**config.mk**
```make
export PLATFORM = sky130hd
export DESIGN_NAME = instr_fetch_unit
export DESIGN_NICKNAME = d
export VERILOG_FILES = /design/src/rtl/instr_fetch_unit.sv
export SDC_FILE = /design/constraint.sdc
export NUM_CORES = 1
export LEC_CHECK = 0
export CAP_MARGIN = 10
export CORE_MARGIN = 2
export CORE_UTILIZATION = 35
export DETAILED_ROUTE_END_ITERATION = 6
export PLACE_DENSITY_LB_ADDON = 0.25
export SLEW_MARGIN = 10
export SYNTH_ARGS = -nofsm -noshare
export SYNTH_HDL_FRONTEND = slang
export SYNTH_SLANG_ARGS = --single-unit
```
**constraint.sdc**
```tcl
create_clock -name clk -period 1.8 [get_ports clk]
set_input_delay 0.54 -clock clk [delete_from_list [all_inputs] [get_ports clk]]
set_output_delay 0.54 -clock clk [all_outputs]
set_load 0.005 [all_outputs]
```
**src/rtl/instr_fetch_unit.sv**
```systemverilog
// instr_fetch_unit: sequential instruction fetch front end.
// Holds the PC, issues one word request at a time over a req/gnt/rvalid
// handshake, registers the returned word and exposes its decode fields.
// Optional feature macro: FETCH_MISALIGN_TRAP_EN (misaligned redirect traps
// into FAULT and drives fetch_fault; otherwise the target is word-aligned).
module instr_fetch_unit #(
   parameter logic [31:0] RESET_PC = 32'h0000_0000
) (
   input  logic        clk,
   input  logic        rst,
   output logic        imem_req,
   output logic [31:0] imem_addr,
   input  logic        imem_gnt,
   input  logic        imem_rvalid,
   input  logic [31:0] imem_rdata,
   input  logic        redirect_valid,
   input  logic [31:0] redirect_pc,
   input  logic        stall,
   output logic        instr_valid,
   output logic [31:0] instr,
   output logic [31:0] pc,
   output logic [6:0]  op,
   output logic [2:0]  func3,
   output logic [6:0]  func7,
   output logic [4:0]  rd,
   output logic [4:0]  rs1,
   output logic [4:0]  rs2
`ifdef FETCH_MISALIGN_TRAP_EN
   ,
   output logic        fetch_fault
`endif
);

`ifdef FETCH_MISALIGN_TRAP_EN
   typedef enum logic [2:0] {
      ST_RST   = 3'd0,
      ST_REQ   = 3'd1,
      ST_WAIT  = 3'd2,
      ST_HOLD  = 3'd3,
      ST_FAULT = 3'd4
   } state_t;
`else
   typedef enum logic [2:0] {
      ST_RST   = 3'd0,
      ST_REQ   = 3'd1,
      ST_WAIT  = 3'd2,
      ST_HOLD  = 3'd3
   } state_t;
`endif

   localparam logic [31:0] NOP_INSTR = 32'h0000_0013;

   state_t      r_state;
   logic [31:0] r_pc;
   logic [31:0] r_instr;
   logic        r_valid;
   logic        r_req;
   logic        r_drop;   // the outstanding response belongs to a stale fetch
   logic [31:0] w_redir_tgt;

`ifdef FETCH_MISALIGN_TRAP_EN
   logic        r_fault;
   logic        w_redir_bad;

   // Misaligned targets trap; aligned ones are used as given.
   assign w_redir_tgt = redirect_pc;
   assign w_redir_bad = redirect_valid && (redirect_pc[1:0] != 2'b00);
   assign fetch_fault = r_fault;
`else
   // Without the trap the low two bits of the target are simply ignored.
   assign w_redir_tgt = redirect_pc & 32'hFFFF_FFFC;
`endif

   // Fetch FSM: PC, request, captured instruction and drop tracking.
   always_ff @(posedge clk) begin
      if (!rst) begin
         r_state <= ST_RST;
         r_pc    <= RESET_PC;
         r_instr <= NOP_INSTR;
         r_valid <= 1'b0;
         r_req   <= 1'b0;
         r_drop  <= 1'b0;
`ifdef FETCH_MISALIGN_TRAP_EN
         r_fault <= 1'b0;
`endif
      end else begin
         case (r_state)
            ST_RST: begin
               r_state <= ST_REQ;
               r_req   <= 1'b1;
            end
            ST_REQ: begin
`ifdef FETCH_MISALIGN_TRAP_EN
               if (w_redir_bad) begin
                  r_state <= ST_FAULT;
                  r_req   <= 1'b0;
                  r_fault <= 1'b1;
                  r_pc    <= w_redir_tgt;
                  r_drop  <= imem_gnt;
               end else
`endif
               if (imem_gnt) begin
                  // Granted: a redirect in the same cycle orphans this response.
                  r_state <= ST_WAIT;
                  r_req   <= 1'b0;
                  if (redirect_valid) begin
                     r_pc   <= w_redir_tgt;
                     r_drop <= 1'b1;
                  end
               end else if (redirect_valid) begin
                  // Ungranted request simply retargets.
                  r_pc <= w_redir_tgt;
               end
            end
            ST_WAIT: begin
`ifdef FETCH_MISALIGN_TRAP_EN
               if (w_redir_bad) begin
                  r_state <= ST_FAULT;
                  r_fault <= 1'b1;
                  r_pc    <= w_redir_tgt;
                  r_drop  <= !imem_rvalid;
               end else
`endif
               if (redirect_valid) begin
                  r_pc <= w_redir_tgt;
                  if (imem_rvalid) begin
                     r_state <= ST_REQ;
                     r_req   <= 1'b1;
                     r_drop  <= 1'b0;
                  end else begin
                     r_drop  <= 1'b1;
                  end
               end else if (imem_rvalid) begin
                  if (r_drop) begin
                     r_state <= ST_REQ;
                     r_req   <= 1'b1;
                     r_drop  <= 1'b0;
                  end else begin
                     r_state <= ST_HOLD;
                     r_instr <= imem_rdata;
                     r_valid <= 1'b1;
                  end
               end
            end
            ST_HOLD: begin
`ifdef FETCH_MISALIGN_TRAP_EN
               if (w_redir_bad) begin
                  r_state <= ST_FAULT;
                  r_valid <= 1'b0;
                  r_fault <= 1'b1;
                  r_pc    <= w_redir_tgt;
               end else
`endif
               if (redirect_valid) begin
                  r_state <= ST_REQ;
                  r_pc    <= w_redir_tgt;
                  r_valid <= 1'b0;
                  r_req   <= 1'b1;
               end else if (!stall) begin
                  r_state <= ST_REQ;
                  r_pc    <= r_pc + 32'd4;
                  r_valid <= 1'b0;
                  r_req   <= 1'b1;
               end
            end
`ifdef FETCH_MISALIGN_TRAP_EN
            ST_FAULT: begin
               // Parked until reset; only swallow a stale response.
               if (imem_rvalid && r_drop) begin
                  r_drop <= 1'b0;
               end
            end
`endif
            default: begin
               r_state <= ST_RST;
               r_req   <= 1'b0;
               r_valid <= 1'b0;
               r_drop  <= 1'b0;
            end
         endcase
      end
   end

   assign imem_req    = r_req;
   assign imem_addr   = r_pc;
   assign pc          = r_pc;
   assign instr       = r_instr;
   assign instr_valid = r_valid;

   assign op    = r_instr[6:0];
   assign rd    = r_instr[11:7];
   assign func3 = r_instr[14:12];
   assign rs1   = r_instr[19:15];
   assign rs2   = r_instr[24:20];
   assign func7 = r_instr[31:25];

endmodule
```
==> flow_summary.yaml, run 1 <==
run_status:
  run_status: "finished clean"
synthesis:
  ys.warnings.count: 0
  synth.ff_latch_count: 67
  synth_enable_flop_cells: 0
  netlist_area_um2: 4015
  async_set_reset_flop_share_out_of_synthesis_pct: 0
  yosys.cell_types.count: 63
  synthesis.area_per_instance_um2: 7.707
  dominantRegCellSynth: "sky130_fd_sc_hd__dfxtp_1"
  share_of_the_yosys_chip_area_belonging_to_registers_pct: 33.41
  synthesis.instances: 521
final_layout:
  commonest_cells_after_routing_fill_and_taps_aside: "sky130_fd_sc_hd__clkdlybuf4s50_1 (151), sky130_fd_sc_hd__nand2_1 (89), sky130_fd_sc_hd__buf_4 (74)"
  nets: 792
  multi_input_comb_area_um2: 2137
  final_common_cell: "sky130_fd_sc_hd__clkdlybuf4s50_1"
  seqCellArea_um2: 1396
  diodes: 0
  area_delta_synth_final_pct: 67.87
  stdcell_count: 864
  stdcell_area_um2: 6740
  fillCellCount: 985
  share_of_layout_cells_above_drive_strength_1_pct: 22.47
sta:
  fin_tns_setup_ps: 0
  setup_violating_endpoint_count_in_the_final_report: 0
  layout_worst_path_cycle_share_pct: 99.09
  final_critical_path_time_including_i_o_delays_and_setup_ps: 1784
  hold_viol: 0
  fin_ws_ps: 16.32
  layout_skew_ps: 8.050
  setup_repair_after_global_routing_missed_its_margin: "false"
  fmax_mhz: 560.6
  timing_max_transition_violations_final: 0
placement:
  gpl.final_weighted_congestion: 0.8797
  placement.cell_area_um2: 6216
  post-place-ws_ps: -370.6
  io_buffer_count: 193
  final_hpwl_dp_um: 10400
  placed_cells: 842
floorplanning:
  initial_core_util_pct: 35.47
  dieWidth_um: 111.1
  floorplan.die_area_um2: 12340
  placeableCoreArea_um2: 11320
  top_level_ports: 200
  num_rows: 39
  die_height_um: 111.1
power:
  worst_ir_drop_vdd_uv: 669.1
  power_switching_mw: 2.562
  power.density_cell_area_nw_per_um2: 1144
  clock_power_share_pct: 26.7
  totalPowerFinal_mw: 7.710
  p_comb_share_pct: 45.4
  switching_share_pct: 33.23
  seqPwrFrac_pct: 28.0
  internal_power_mw: 5.148
  leakage_nw: 2.711
detailed_routing:
  detail-route-antenna-nets: 0
  route.final.wire_length_um: 13950
  vias_per_cell: 5.429
  drt-initial-drc-count: 274
  drt_pass1_iterations: 5
  dr_total_vias: 4691
  drc: 0
  routedWlPerCell_um: 16.14
global_routing:
  globalRoute.totalOverflow: 0
  antenna_found_initial: 0
  grt_max_degree: 33
  grt_pass1_vias: 4537
  gr-usage-all-layers_pct: 21.93
  grt_first_pass_wirelength_um: 22440
clock_tree:
  sink_count_of_the_clock_tree: 67
  insertion_delay_ps: 330
  maximum_buffer_depth_of_the_clock_tree: 2
  tritoncts: "built"
  cts.root.buffer_cell: "sky130_fd_sc_hd__clkbuf_16"
  clk_pin_slew_ps: 60
  cts_max_level: 3
  numCtsBuffers: 9
hold_path:
  worst_hold_path_type: "reg -> reg"
critical_path:
  worstPathCellList: "clkdlybuf4s50_1"
  worst_ep_required_time_ps: 1260
  worst-path-max-fanout: 9
  critical_path.max_stage_delay_ps: 520
  path_class: "reg -> out"
  path_buf_inv: 1
  crit_start_category: "flop"
  path_delay_family: "buffers and inverters"
  critical_path_end_type: "primary output"
  crit_arrival_ps: 1240
  cp_slowest_cell: "sky130_fd_sc_hd__clkdlybuf4s50_1"
job:
  cap_viol_max_count: 0
==> area by class of cell <==
| cell class | instances | area share, % |
|---|---|---|
| clock buffers | 9 | 3.341 |
| inverters | 10 | 0.5569 |
| well taps | 143 | 2.655 |
| multi-input cells | 349 | 31.71 |
| repair buffers | 279 | 39.19 |
| flip-flops and latches | 67 | 20.72 |
| clock inverters | 7 | 1.838 |
==> cells in the mapped netlist (2+ instances only) <==
cell / number / share of area (%)
sky130_fd_sc_hd__a211o_1: 5 / 1.1
sky130_fd_sc_hd__a211oi_1: 8 / 1.5
sky130_fd_sc_hd__a21oi_1: 50 / 6.2
sky130_fd_sc_hd__a22oi_1: 3 / 0.56
sky130_fd_sc_hd__a311oi_1: 4 / 0.87
sky130_fd_sc_hd__a31oi_1: 3 / 0.47
sky130_fd_sc_hd__a32oi_1: 4 / 0.87
sky130_fd_sc_hd__a41o_1: 2 / 0.50
sky130_fd_sc_hd__a41oi_1: 3 / 0.65
sky130_fd_sc_hd__and2_1: 10 / 1.6
sky130_fd_sc_hd__and3_1: 4 / 0.62
sky130_fd_sc_hd__and4_1: 7 / 1.5
sky130_fd_sc_hd__buf_4: 66 / 12
sky130_fd_sc_hd__clkbuf_1: 31 / 2.9
sky130_fd_sc_hd__dfxtp_1: 67 / 33
sky130_fd_sc_hd__ha_1: 6 / 1.9
sky130_fd_sc_hd__inv_1: 10 / 0.93
sky130_fd_sc_hd__nand2_1: 89 / 8.3
sky130_fd_sc_hd__nand2b_1: 4 / 0.62
sky130_fd_sc_hd__nand3_1: 17 / 2.1
sky130_fd_sc_hd__nand3_2: 2 / 0.50
sky130_fd_sc_hd__nand4_1: 14 / 2.2
sky130_fd_sc_hd__nor2_1: 15 / 1.4
sky130_fd_sc_hd__nor2b_1: 2 / 0.31
sky130_fd_sc_hd__nor3_1: 11 / 1.4
sky130_fd_sc_hd__nor4_1: 7 / 1.1
sky130_fd_sc_hd__o211a_1: 3 / 0.75
sky130_fd_sc_hd__o211ai_1: 6 / 1.1
sky130_fd_sc_hd__o21a_1: 4 / 0.75
sky130_fd_sc_hd__o21ai_0: 19 / 2.4
sky130_fd_sc_hd__o221ai_1: 3 / 0.65
sky130_fd_sc_hd__o22ai_1: 6 / 0.93
sky130_fd_sc_hd__o31a_1: 3 / 0.65
sky130_fd_sc_hd__o32ai_1: 2 / 0.44
sky130_fd_sc_hd__or2_2: 2 / 0.31
sky130_fd_sc_hd__or4_1: 2 / 0.37
==> final timing paths <==
| check | from | to | slack (ps) | cells after the start |
|---|---|---|---|---|
| worst max-delay path | imem_addr[26] | pc[26] | 20 | 1 |
| worst min-delay path | instr[8] | instr[8] | 470 | 2 |
| worst max register to register | r_state[0] | imem_addr[20] | 40 | 7 |
| worst min register to register | instr[8] | instr[8] | 470 | 2 |
==> what timing repair did <==
item                       CTS  global route
pin swaps                    0             1
setup endpoints to repair   77            36
buffers inserted             5             2
resized for setup           82            22
hold buffers                 0             0
==> routing by layer <==
| metal | vias up | global-route usage, % | routed length [um] |
|---|---|---|---|
| li1 | 2207 | - | - |
| met1 | 2199 | 27.07 | 5736 |
| met2 | 251 | 37.67 | 6771 |
| met3 | 34 | 4.046 | 1058 |
| met4 | 0 | 8.971 | 378 |
| met5 | - | 0 | 0 |
==> stage by stage <==
| step | utilization [%] | hold WS (ps) |
|---|---|---|
| CTS | 58.73 | 473.0 |
| detailed placement | 54.91 | 465.4 |
| finish | 59.54 | 470.7 |
| global placement | 54.91 | 455.7 |
| floorplan | - | 465.8 |
| global route | 59.54 | 487.5 |
==> tightest hold or removal path: stages (launching register included) <==
cell and delay (ps):
sky130_fd_sc_hd__dfxtp_1 320, sky130_fd_sc_hd__nand2_1 50, sky130_fd_sc_hd__a21oi_1 50
==> power by group through the flow <==
stage	Clock [mW]	Combinational [mW]	Sequential, mW
final	2.06	3.50	2.16
after global routing	2.17	3.78	2.19
after CTS	2.10	3.43	2.15
after detailed placement	0	3.48	2.12
after global placement	0	3.43	2.10
after floorplan	0	1.47	2.22
==> state kept, by name, indices dropped and copies added (netlist names) <==
name         count
r_state          2
imem_addr       30
instr           32
imem_req         1
r_drop           1
instr_valid      1
==> logic make-up after synthesis <==
group	Yosys count	synth area share [%]
compound gates	140	23.06
fa+ha+maj	6	1.870
buf+inv	108	16.30
flops	67	33.41
mux	2	0.5298
other cells	1	0.09340
simple gates	197	24.74
Power figures use the tool's default switching activity.
==> run 2: changes to the inputs <==
--- a/config.mk
+++ b/config.mk
@@ -11,2 +11,3 @@
 export DETAILED_ROUTE_END_ITERATION = 6
+export DONT_BUFFER_PORTS = 1
 export PLACE_DENSITY_LB_ADDON = 0.25
==> constraint.sdc (replaced) <==
create_clock -name clk -period 1.8 [get_ports clk]
set_input_delay 0.45 -clock clk [delete_from_list [all_inputs] [get_ports clk]]
set_output_delay 0.45 -clock clk [all_outputs]
set_load 0.005 [all_outputs]
==> run 2 against run 1 <==
Compared with the run above: combinational power fell by 24%; routed wire length fell by 10%; critical path depth rose by 6; non-clock buffer count fell by 196; clock skew fell by 0.92 ps; hold slack got worse by 270 ps; sequential share of layout area rose by 8.0 points; clock power fell by 5%; count of clock-buffer cells in the layout rose by 3.
==> flow_summary.yaml, run 2 (synthesis results as in run 1) <==
critical_path:
  worst-path-max-fanout: 10
  critical_path.max_stage_delay_ps: 330
  worstPathCellList: "inv_1, ha_4, or2_4, and2_1, buf_4, a32oi_2, o221ai_1"
  crit_start_category: "flop"
  critical_path_end_type: "flop"
  worst_ep_required_time_ps: 2010
  path_class: "reg -> reg"
  path_delay_family: "simple AND/OR/NAND/NOR gates"
  cp_slowest_cell: "sky130_fd_sc_hd__dfxtp_2"
  path_buf_inv: 2
  crit_arrival_ps: 1980
placement:
  io_buffer_count: 0
  placement.cell_area_um2: 4267
  post-place-ws_ps: -91.73
  gpl.final_weighted_congestion: 0.8374
  final_hpwl_dp_um: 9123
sta:
  final_critical_path_time_including_i_o_delays_and_setup_ps: 1772
  timing_max_transition_violations_final: 0
  setup_repair_after_global_routing_missed_its_margin: "true"
  layout_skew_ps: 7.132
  setup_violating_endpoint_count_in_the_final_report: 0
  layout_worst_path_cycle_share_pct: 98.42
  fmax_mhz: 564.5
  hold_viol: 0
  fin_ws_ps: 28.46
clock_tree:
  tritoncts: "built"
  cts.root.buffer_cell: "sky130_fd_sc_hd__clkbuf_16"
  clk_pin_slew_ps: 60
  insertion_delay_ps: 340
  numCtsBuffers: 9
  sink_count_of_the_clock_tree: 67
  cts_max_level: 3
  maximum_buffer_depth_of_the_clock_tree: 2
  hold_buffers: 0
power:
  leakage_nw: 1.761
  power.density_cell_area_nw_per_um2: 1418
  worst_ir_drop_vdd_uv: 654.5
global_routing:
  gr-usage-all-layers_pct: 20.06
  grt_first_pass_wirelength_um: 19830
  grt_pass1_vias: 3696
  antenna_found_initial: 0
  grt_max_degree: 44
  globalRoute.totalOverflow: 0
detailed_routing:
  drt-initial-drc-count: 149
  drt_pass1_iterations: 4
  drc: 0
  dr_total_vias: 3803
  vias_per_cell: 5.693
  route.final.wire_length_um: 12550
  routedWlPerCell_um: 18.79
  detail-route-antenna-nets: 0
floorplanning:
  initial_core_util_pct: 35.47
  top_level_ports: 200
  dieWidth_um: 111.1
  die_height_um: 111.1
  floorplan.die_area_um2: 12340
  placeableCoreArea_um2: 11320
  num_rows: 39
final_layout:
  largest_reg_flops: 32
  stdcell_area_um2: 4702
  share_of_layout_cells_above_drive_strength_1_pct: 24.57
  nets: 596
  seqCellArea_um2: 1349
  area_delta_synth_final_pct: 17.11
  fillCellCount: 1151
  commonest_cells_after_routing_fill_and_taps_aside: "sky130_fd_sc_hd__nand2_1 (89), sky130_fd_sc_hd__buf_4 (77), sky130_fd_sc_hd__dfxtp_1 (61)"
  final_common_cell: "sky130_fd_sc_hd__nand2_1"
  layout.core_utilization_pct: 41.53
  diodes: 0
  multi_input_comb_area_um2: 2127
job:
  cap_viol_max_count: 0
hold_path:
  worst_hold_path_type: "in -> reg"
run_status:
  run_status: "finished clean"
[run 2: cell types whose count changed in the layout (fill, tap and decap cells not counted), moves of 4 or more]
cell | before | now
sky130_fd_sc_hd__dlygate4sd2_1 | 37 | 0
sky130_fd_sc_hd__dfxtp_2 | 23 | 6
sky130_fd_sc_hd__clkdlybuf4s50_1 | 151 | 0
sky130_fd_sc_hd__dlymetal6s2s_1 | 5 | 0
sky130_fd_sc_hd__dfxtp_1 | 37 | 61
sky130_fd_sc_hd__dfxtp_4 | 7 | 0
sky130_fd_sc_hd__buf_6 | 6 | 2
[run 2: worst paths after layout]
check              from       endpoint  slack [ps]  cells after the start
min reg2reg    instr[2]       instr[2]         500                      2
max          r_state[0]  imem_addr[19]          30                      7
max reg2reg  r_state[0]  imem_addr[19]          30                      7
min                 rst       instr[0]         200                      1
[run 2: stage by stage]
step | setup TNS [ps] | instances | hold WS [ps] | power (mW)
global route | -350.1 | 668 | 192.2 | 7.076
floorplan | 0 | 524 | 465.8 | 3.690
finish | 0 | 668 | 201.5 | 6.669
detailed placement | -710.2 | 650 | 496.2 | 4.569
global placement | -10.16 | 650 | 493.2 | 4.522
CTS | 0 | 666 | 183.2 | 6.573
[run 2: area by class of cell]
cell class                 instances  share of cell area (%)
clock inverter                     4                   1.543
multi-input combinational        349                   45.24
tap                              143                   3.805
inverter                          10                  0.7983
clock buffer                      12                   5.455
sequential                        67                   28.69
timing repair buffer              83                   14.48
[run 2: power by group]
| group | switching, mW | internal (mW) |
|---|---|---|
| clock | 0.667 | 1.29 |
| sequential | 0.266 | 1.79 |
| combinational | 1.44 | 1.21 |
[run 2: repair_timing]
| item | in CTS | in global routing |
|---|---|---|
| endpoints found under the setup margin | 23 | 22 |
| resized for setup | 5 | 14 |
| setup buffers | 0 | 2 |
| pin swaps | 0 | 1 |
[run 2: per-layer routing]
layer	wire length [um]	GRT usage, %	up-vias
li1	-	-	1807
met1	5138	24.79	1773
met2	6106	33.29	200
met3	1007	5.522	23
met4	302	7.737	0
met5	0	0	-
